### config.mk
export PLATFORM = sky130hd
export DESIGN_NAME = wide_add_sequencer_flat
export DESIGN_NICKNAME = d
export VERILOG_FILES = /design/src/rtl/wide_add_pkg.sv /design/src/rtl/wide_add_sequencer_if.sv /design/src/rtl/wide_add_sequencer_add_slice.sv /design/src/rtl/wide_add_sequencer.sv /design/src/flat_wrapper.sv
export SDC_FILE = /design/constraint.sdc
export NUM_CORES = 1
export LEC_CHECK = 0
export ABC_AREA = 1
export CAP_MARGIN = 40
export CORE_ASPECT_RATIO = 0.5
export CORE_MARGIN = 5
export CORE_UTILIZATION = 60
export DETAILED_ROUTE_END_ITERATION = 16
export DONT_BUFFER_PORTS = 1
export PLACE_DENSITY = 0.8
export SLEW_MARGIN = 20
export SYNTH_ARGS = -nofsm -noshare
export SYNTH_HDL_FRONTEND = slang
export SYNTH_SLANG_ARGS = --single-unit
### constraint.sdc
create_clock -name clk -period 21.4 [get_ports clk]
set_clock_uncertainty 0.1 [all_clocks]
set_input_delay 2.14 -clock clk [delete_from_list [all_inputs] [get_ports clk]]
set_output_delay 2.14 -clock clk [all_outputs]
set_load 0.02 [all_outputs]
### src/rtl/wide_add_pkg.sv
// Shared types and defaults for the multi-beat wide adder.
// Holds the sequencer state encoding and the beat-counter width helper.
package wide_add_pkg;

   localparam int DEF_SLICE_W = 16;
   localparam int DEF_WORDS   = 4;

   typedef enum logic [1:0] {ST_IDLE, ST_RUN, ST_DONE} wadd_state_t;

   // Beat counter is never narrower than one bit, so WORDS=1 still has a register.
   function automatic int beat_width(input int words);
      return (words > 1) ? $clog2(words) : 1;
   endfunction

endpackage

### src/rtl/wide_add_sequencer_if.sv
// Operand request and result handshake bundle for the wide adder sequencer.
// The master drives operands and result acceptance; the slave is the sequencer.
interface wide_add_sequencer_if
   import wide_add_pkg::*;
#(
   parameter int SLICE_W = DEF_SLICE_W,
   parameter int WORDS   = DEF_WORDS
);
   localparam int W = SLICE_W * WORDS;

   logic         in_valid;
   logic         in_ready;
   logic [W-1:0] op_a;
   logic [W-1:0] op_b;
   logic         sub;
   logic         out_valid;
   logic         out_ready;
   logic [W-1:0] result;
   logic         carry_out;
   logic         overflow;
   logic         busy;

   modport master (
      output in_valid, op_a, op_b, sub, out_ready,
      input  in_ready, out_valid, result, carry_out, overflow, busy
   );

   modport slave (
      input  in_valid, op_a, op_b, sub, out_ready,
      output in_ready, out_valid, result, carry_out, overflow, busy
   );

endinterface

### src/rtl/wide_add_sequencer_add_slice.sv
// Combinational SLICE_W-bit ripple-carry adder slice: a + b + cin -> {cout, sum}.
// Zero latency; no handshake.
module add_slice #(
   parameter int SLICE_W = 16
) (
   input  logic [SLICE_W-1:0] a,
   input  logic [SLICE_W-1:0] b,
   input  logic               cin,
   output logic [SLICE_W-1:0] sum,
   output logic               cout
);

   logic [SLICE_W:0] c;

   assign c[0] = cin;

   for (genvar i = 0; i < SLICE_W; i++) begin : g_fa
      assign sum[i]   = a[i] ^ b[i] ^ c[i];
      assign c[i+1]   = (a[i] & b[i]) | (c[i] & (a[i] ^ b[i]));
   end

   assign cout = c[SLICE_W];

endmodule

### src/rtl/wide_add_sequencer.sv
// Wide add/subtract over WORDS beats of one shared slice, LSB slice first; result valid WORDS edges after accept.
// Accepts only in IDLE; the result is held in DONE until out_ready, one operation in flight.
module wide_add_sequencer
   import wide_add_pkg::*;
#(
   parameter int SLICE_W = DEF_SLICE_W,
   parameter int WORDS   = DEF_WORDS
) (
   input logic                clk,
   input logic                rst,
   wide_add_sequencer_if.slave bus
);

   localparam int            BW        = beat_width(WORDS);
   localparam logic [BW-1:0] LAST_BEAT = BW'(WORDS - 1);

   wadd_state_t                  state;
   wadd_state_t                  state_nxt;
   logic [BW-1:0]                beat;
   logic                         carry;
   logic [WORDS-1:0][SLICE_W-1:0] a_q;
   logic [WORDS-1:0][SLICE_W-1:0] b_q;
   logic [WORDS-1:0][SLICE_W-1:0] res_q;
   logic                         carry_out_q;
   logic                         overflow_q;

   logic [SLICE_W-1:0]           s;
   logic                         c;
   logic                         accept;
   logic                         step;
   logic                         last;

   add_slice #(.SLICE_W(SLICE_W)) u_slice (
      .a    (a_q[beat]),
      .b    (b_q[beat]),
      .cin  (carry),
      .sum  (s),
      .cout (c)
   );

   always_ff @(posedge clk) begin
      if (rst) state <= ST_IDLE;
      else     state <= state_nxt;
   end

   always_comb begin
      state_nxt     = state;
      accept        = 1'b0;
      step          = 1'b0;
      last          = 1'b0;
      bus.in_ready  = 1'b0;
      bus.out_valid = 1'b0;
      bus.busy      = 1'b0;
      case (state)
         ST_IDLE: begin
            bus.in_ready = 1'b1;
            if (bus.in_valid) begin
               accept    = 1'b1;
               state_nxt = ST_RUN;
            end
         end
         ST_RUN: begin
            bus.busy = 1'b1;
            step     = 1'b1;
            if (beat == LAST_BEAT) begin
               last      = 1'b1;
               state_nxt = ST_DONE;
            end
         end
         ST_DONE: begin
            bus.busy      = 1'b1;
            bus.out_valid = 1'b1;
            if (bus.out_ready) state_nxt = ST_IDLE;
         end
         default: state_nxt = ST_IDLE;
      endcase
      // While reset is held the block already looks idle to both neighbours.
      if (rst) begin
         bus.in_ready  = 1'b1;
         bus.busy      = 1'b0;
         bus.out_valid = 1'b0;
      end
   end

   always_ff @(posedge clk) begin
      if (rst) begin
         beat        <= '0;
         carry       <= 1'b0;
         a_q         <= '0;
         b_q         <= '0;
         res_q       <= '0;
         carry_out_q <= 1'b0;
         overflow_q  <= 1'b0;
      end else begin
         if (accept) begin
            a_q   <= bus.op_a;
            b_q   <= bus.sub ? ~bus.op_b : bus.op_b;
            carry <= bus.sub;
            beat  <= '0;
         end
         if (step) begin
            res_q[beat] <= s;
            carry       <= c;
            beat        <= last ? '0 : beat + 1'b1;
            if (last) begin
               carry_out_q <= c;
               overflow_q  <= (a_q[WORDS-1][SLICE_W-1] == b_q[WORDS-1][SLICE_W-1]) &&
                              (s[SLICE_W-1] != a_q[WORDS-1][SLICE_W-1]);
            end
         end
      end
   end

   assign bus.result    = res_q;
   assign bus.carry_out = carry_out_q;
   assign bus.overflow  = overflow_q;

endmodule

### src/flat_wrapper.sv
// flat-port wrapper written by rule: the top's interface ports become plain ports
module wide_add_sequencer_flat import wide_add_pkg::*;
#(
   parameter int SLICE_W = DEF_SLICE_W,
   parameter int WORDS   = DEF_WORDS
)
  (clk, rst, bus_in_valid, bus_op_a, bus_op_b, bus_sub, bus_out_ready, bus_in_ready, bus_out_valid, bus_result, bus_carry_out, bus_overflow, bus_busy);
  wide_add_sequencer_if #(.SLICE_W(SLICE_W), .WORDS(WORDS)) bus_i ();
  input logic clk;
  input logic rst;
  input wire logic [$bits(bus_i.in_valid)-1:0] bus_in_valid;
  input wire logic [$bits(bus_i.op_a)-1:0] bus_op_a;
  input wire logic [$bits(bus_i.op_b)-1:0] bus_op_b;
  input wire logic [$bits(bus_i.sub)-1:0] bus_sub;
  input wire logic [$bits(bus_i.out_ready)-1:0] bus_out_ready;
  output wire logic [$bits(bus_i.in_ready)-1:0] bus_in_ready;
  output wire logic [$bits(bus_i.out_valid)-1:0] bus_out_valid;
  output wire logic [$bits(bus_i.result)-1:0] bus_result;
  output wire logic [$bits(bus_i.carry_out)-1:0] bus_carry_out;
  output wire logic [$bits(bus_i.overflow)-1:0] bus_overflow;
  output wire logic [$bits(bus_i.busy)-1:0] bus_busy;
  assign bus_i.in_valid = bus_in_valid;
  assign bus_i.op_a = bus_op_a;
  assign bus_i.op_b = bus_op_b;
  assign bus_i.sub = bus_sub;
  assign bus_i.out_ready = bus_out_ready;
  assign bus_in_ready = bus_i.in_ready;
  assign bus_out_valid = bus_i.out_valid;
  assign bus_result = bus_i.result;
  assign bus_carry_out = bus_i.carry_out;
  assign bus_overflow = bus_i.overflow;
  assign bus_busy = bus_i.busy;
  wide_add_sequencer #(.SLICE_W(SLICE_W), .WORDS(WORDS)) u_core (.clk(clk), .rst(rst), .bus(bus_i));
endmodule
==> results by group <==
Setup path
  – Reg2reg setup slack: 12.77 ns
  – Critical path depth in cells: 28
  – CP endpoint kind: flop
  – Most frequent CP cell: fa_1
  – Reg2Reg Depth: 28
  – R2r startpoint: u_core.beat[0]$_SDFFE_PP0P_
  – Critical Path Slowest Stage Cell: buf_4
  – Crit start category: flop
  – Reg-to-reg endpoint: u_core.bus.overflow$_SDFFE_PP0P_
  – Largest stage delay, worst path: 0.49 ns
  – Setup crit end: u_core.bus.overflow$_SDFFE_PP0P_
  – CP top delay family: adder cells
  – Worst path bufs/invs: 6
  – CP max FO: 71
  – Arr. time, crit path: 8.85 ns
  – Critical path origin: u_core.beat[0]$_SDFFE_PP0P_
  – Critical Path RT: 21.62 ns
  – Crit Path Category: flop to flop

Yosys
  – Mapped cell area: 0.00870 sq mm
  – Syn_area_per_cell: 7.91 sq um
  – Top-area cell type share of the netlist area: 45.8%
  – Ys Warns: 0
  – Net Count, Synth: 1256
  – Top cells by area, synth: dfxtp_1 46%, nor2_1 13%, o21ai_0 13%, xnor2_1 6.4%, a21oi_1 4.8%
  – Cells after synthesis: 1100
  – Top_reg_cell synth: dfxtp_1
  – Cell accounting for the most synthesized area: dfxtp_1
  – Async SR Flop Fraction: 0%
  – Synth Register Bits: 199
  – Post-synth EDFFs: 0
  – Yosys cell types: 24
  – Seq/Total Area, Yosys: 45.8%
  – Most common cell in the netlist: nor2_1
  – Commonest cells post-synth: 310 x nor2_1, 222 x o21ai_0, 199 x dfxtp_1

Global routing
  – Initial antenna violation count: 2
  – Tot GR Track Use: 26.1%
  – First-pass GRT wire length: 35400 microns
  – Met2 GRT Util: 42.5%
  – Met1 usage: 33.9%
  – Grt peak-use layer: met2
  – Vias in the first global route: 6624
  – Pin count of the biggest net entering global routing: 103
  – Met3 GRT Util: 8.16%
  – Grt ovf: 0

Clock tree
  – Sink Count: 199
  – Root Buffer Master: clkbuf_16
  – CTS resizes: 0
  – CTS tree: done
  – CTS buffer count: 17
  – Post-CTS setup buffers: 0
  – Worst-case clock buffer depth: 2
  – CTS H-tree lvls: 4
  – Reg clk slew, reported paths: 0.07 ns
  – Clock latency on the worst-skew pair: 0.43 ns
  – CTS Hold Bufs: 0

Outcome
  – Status: complete, no violations

Placed design
  – Placer Congestion: 0.814
  – Dpl cells: 1218
  – DP HPWL: 16400 microns
  – Port Buffers: 0
  – Placement Cell Area: 0.00855 sq mm

Floorplan
  – # rows: 31
  – Die height: 95.1 microns
  – Die area: 0.0172 sq mm
  – Core area: 0.0144 sq mm
  – Io pins: 202
  – Die width: 180 microns
  – Initial core utilization: 60.6%

Finish
  – Register area: 0.00399 sq mm
  – Area growth syn-to-layout: 5.38%
  – Filler cell count: 1273
  – Finished Cell Area: 0.00917 sq mm
  – Final #Nets: 1197
  – Finished Layout Cells: 1252
  – Area of the multi-input gates: 0.00414 sq mm
  – Layout cells sized above 1: 5.22%
  – Antenna Cells: 0

STA
  – Worst slew pin tran: 0.795 ns
  – Worst slew margin relative to its limit: 47.0%
  – Fmax: 0.116 GHz
  – Final-report setup violation count: 0
  – Tmin final: 8.63 ns
  – Tcrit/Tclk final: 40.3%
  – Pins Over Slew Limit: 0
  – Fin. Hold Viols: 0
  – Setup TNS: 0 ns
  – RSZ-0062 raised after global routing: false
  – Hold WS: 0.369 ns

Routing
  – # DRC: 0
  – DRT Pass-1 Iters: 5
  – DR iter-0 viols: 726
  – Detailed Route WL: 23100 microns
  – Via count: 7216
  – Vias/cell: 5.76
  – DRT antenna net count: 0
  – Avg WL per Cell: 18.5 microns

Worst hold path
  – Worst min path class: flop to flop

Power
  – Maximum VDD drop: 0.0753 mV
  – Pwr per Cell Area: 128 mW/mm^2
  – Pleak: 3.46 nW

Flow run
  – MaxCap Viol Count: 0
-- power breakdown --
part / internal [W] / switching, W / total [W]
logic: 0.000121 / 0.000245 / 0.000366
clock network: 0.000157 / 0.000159 / 0.000316
registers: 0.000436 / 0.0000541 / 0.000490
-- worst register-to-register path, delay by kind of cell, from the launching register on --
kind,cells,cell delay [ns]
compound gates,2,0.29
buf+inv,6,1.18
simple gates,4,0.35
fa+ha+maj,16,6.32
flops,1,0.31
-- stage by stage --
step | total power, W | util [%] | worst slack, ns
after floorplan | 0.000738 | - | 13.88
after global placement | 0.000832 | 59.2 | 12.48
after detailed placement | 0.000852 | 59.6 | 12.59
after CTS | 0.00116 | 63.6 | 12.57
after global routing | 0.00123 | 63.9 | 12.37
final | 0.00117 | 63.9 | 12.77
-- cell families after synthesis --
family	synth area share (%)
simple gates	14.6
flops	45.8
compound gates	21.8
buf+inv	6.63
xor+xnor	6.44
fa+ha+maj	4.69
-- metal layers --
metal	share of wire, %	routed length (microns)
met5	0	0
met4	1.6	371
met3	10	2330
met2	45	10500
met1	43	9910
-- area by class of cell --
class / instances / share of cell area, %
Inverter: 24 / 1.04
Clock buffer: 17 / 4.64
Tap cell: 198 / 2.70
Multi-Input combinational cell: 791 / 45.1
Clock inverter: 15 / 1.69
Sequential cell: 199 / 43.5
Timing Repair Buffer: 8 / 1.31
-- state kept, by name, indices dropped and copies added (netlist names) --
name and cells:
u_core.state 2, u_core.bus.carry_out 1, u_core.beat 2, u_core.carry 1, u_core.bus.result 64, u_core.bus.overflow 1
u_core.a_q 64, u_core.b_q 64
-- placed cells by master, fill, tap and decap left out, types with 2 or more instances in the layout --
cell type   netlist  final
clkinvlp_4        0      3
clkinv_8          0      2
buf_8             0      2
inv_4             0      2
o21ai_0         222    222
nand2_2           5      5
buf_12            0      2
clkbuf_16         0     17
o21ai_1          35     35
nor2_1          310    310
a21oi_1          83     83
nand3_1           3      3
inv_2             7      5
inv_8             0      5
dfxtp_1         199    198
nand2_1          14     14
o22ai_1          28     28
ha_1              7      7
inv_1            17     17
inv_6             0      4
fa_1             16     16
xnor2_1          64     64
buf_4             9      3
-- worst min-delay path by stage --
stage	cells past startpoint	end	from	slack, ns
2_1_floorplan	2	u_core.a_q[13]$_SDFFE_PP0P_	u_core.a_q[13]$_SDFFE_PP0P_	0.32
3_3_place_gp	2	u_core.a_q[15]$_SDFFE_PP0P_	u_core.a_q[15]$_SDFFE_PP0P_	0.36
3_5_place_dp	2	u_core.a_q[15]$_SDFFE_PP0P_	u_core.a_q[15]$_SDFFE_PP0P_	0.36
4_1_cts	2	u_core.a_q[15]$_SDFFE_PP0P_	u_core.a_q[15]$_SDFFE_PP0P_	0.37
5_1_grt	2	u_core.a_q[13]$_SDFFE_PP0P_	u_core.a_q[13]$_SDFFE_PP0P_	0.40
6_report	2	u_core.a_q[15]$_SDFFE_PP0P_	u_core.a_q[15]$_SDFFE_PP0P_	0.37
No activity file was read; power rests on OpenSTA's default activity.
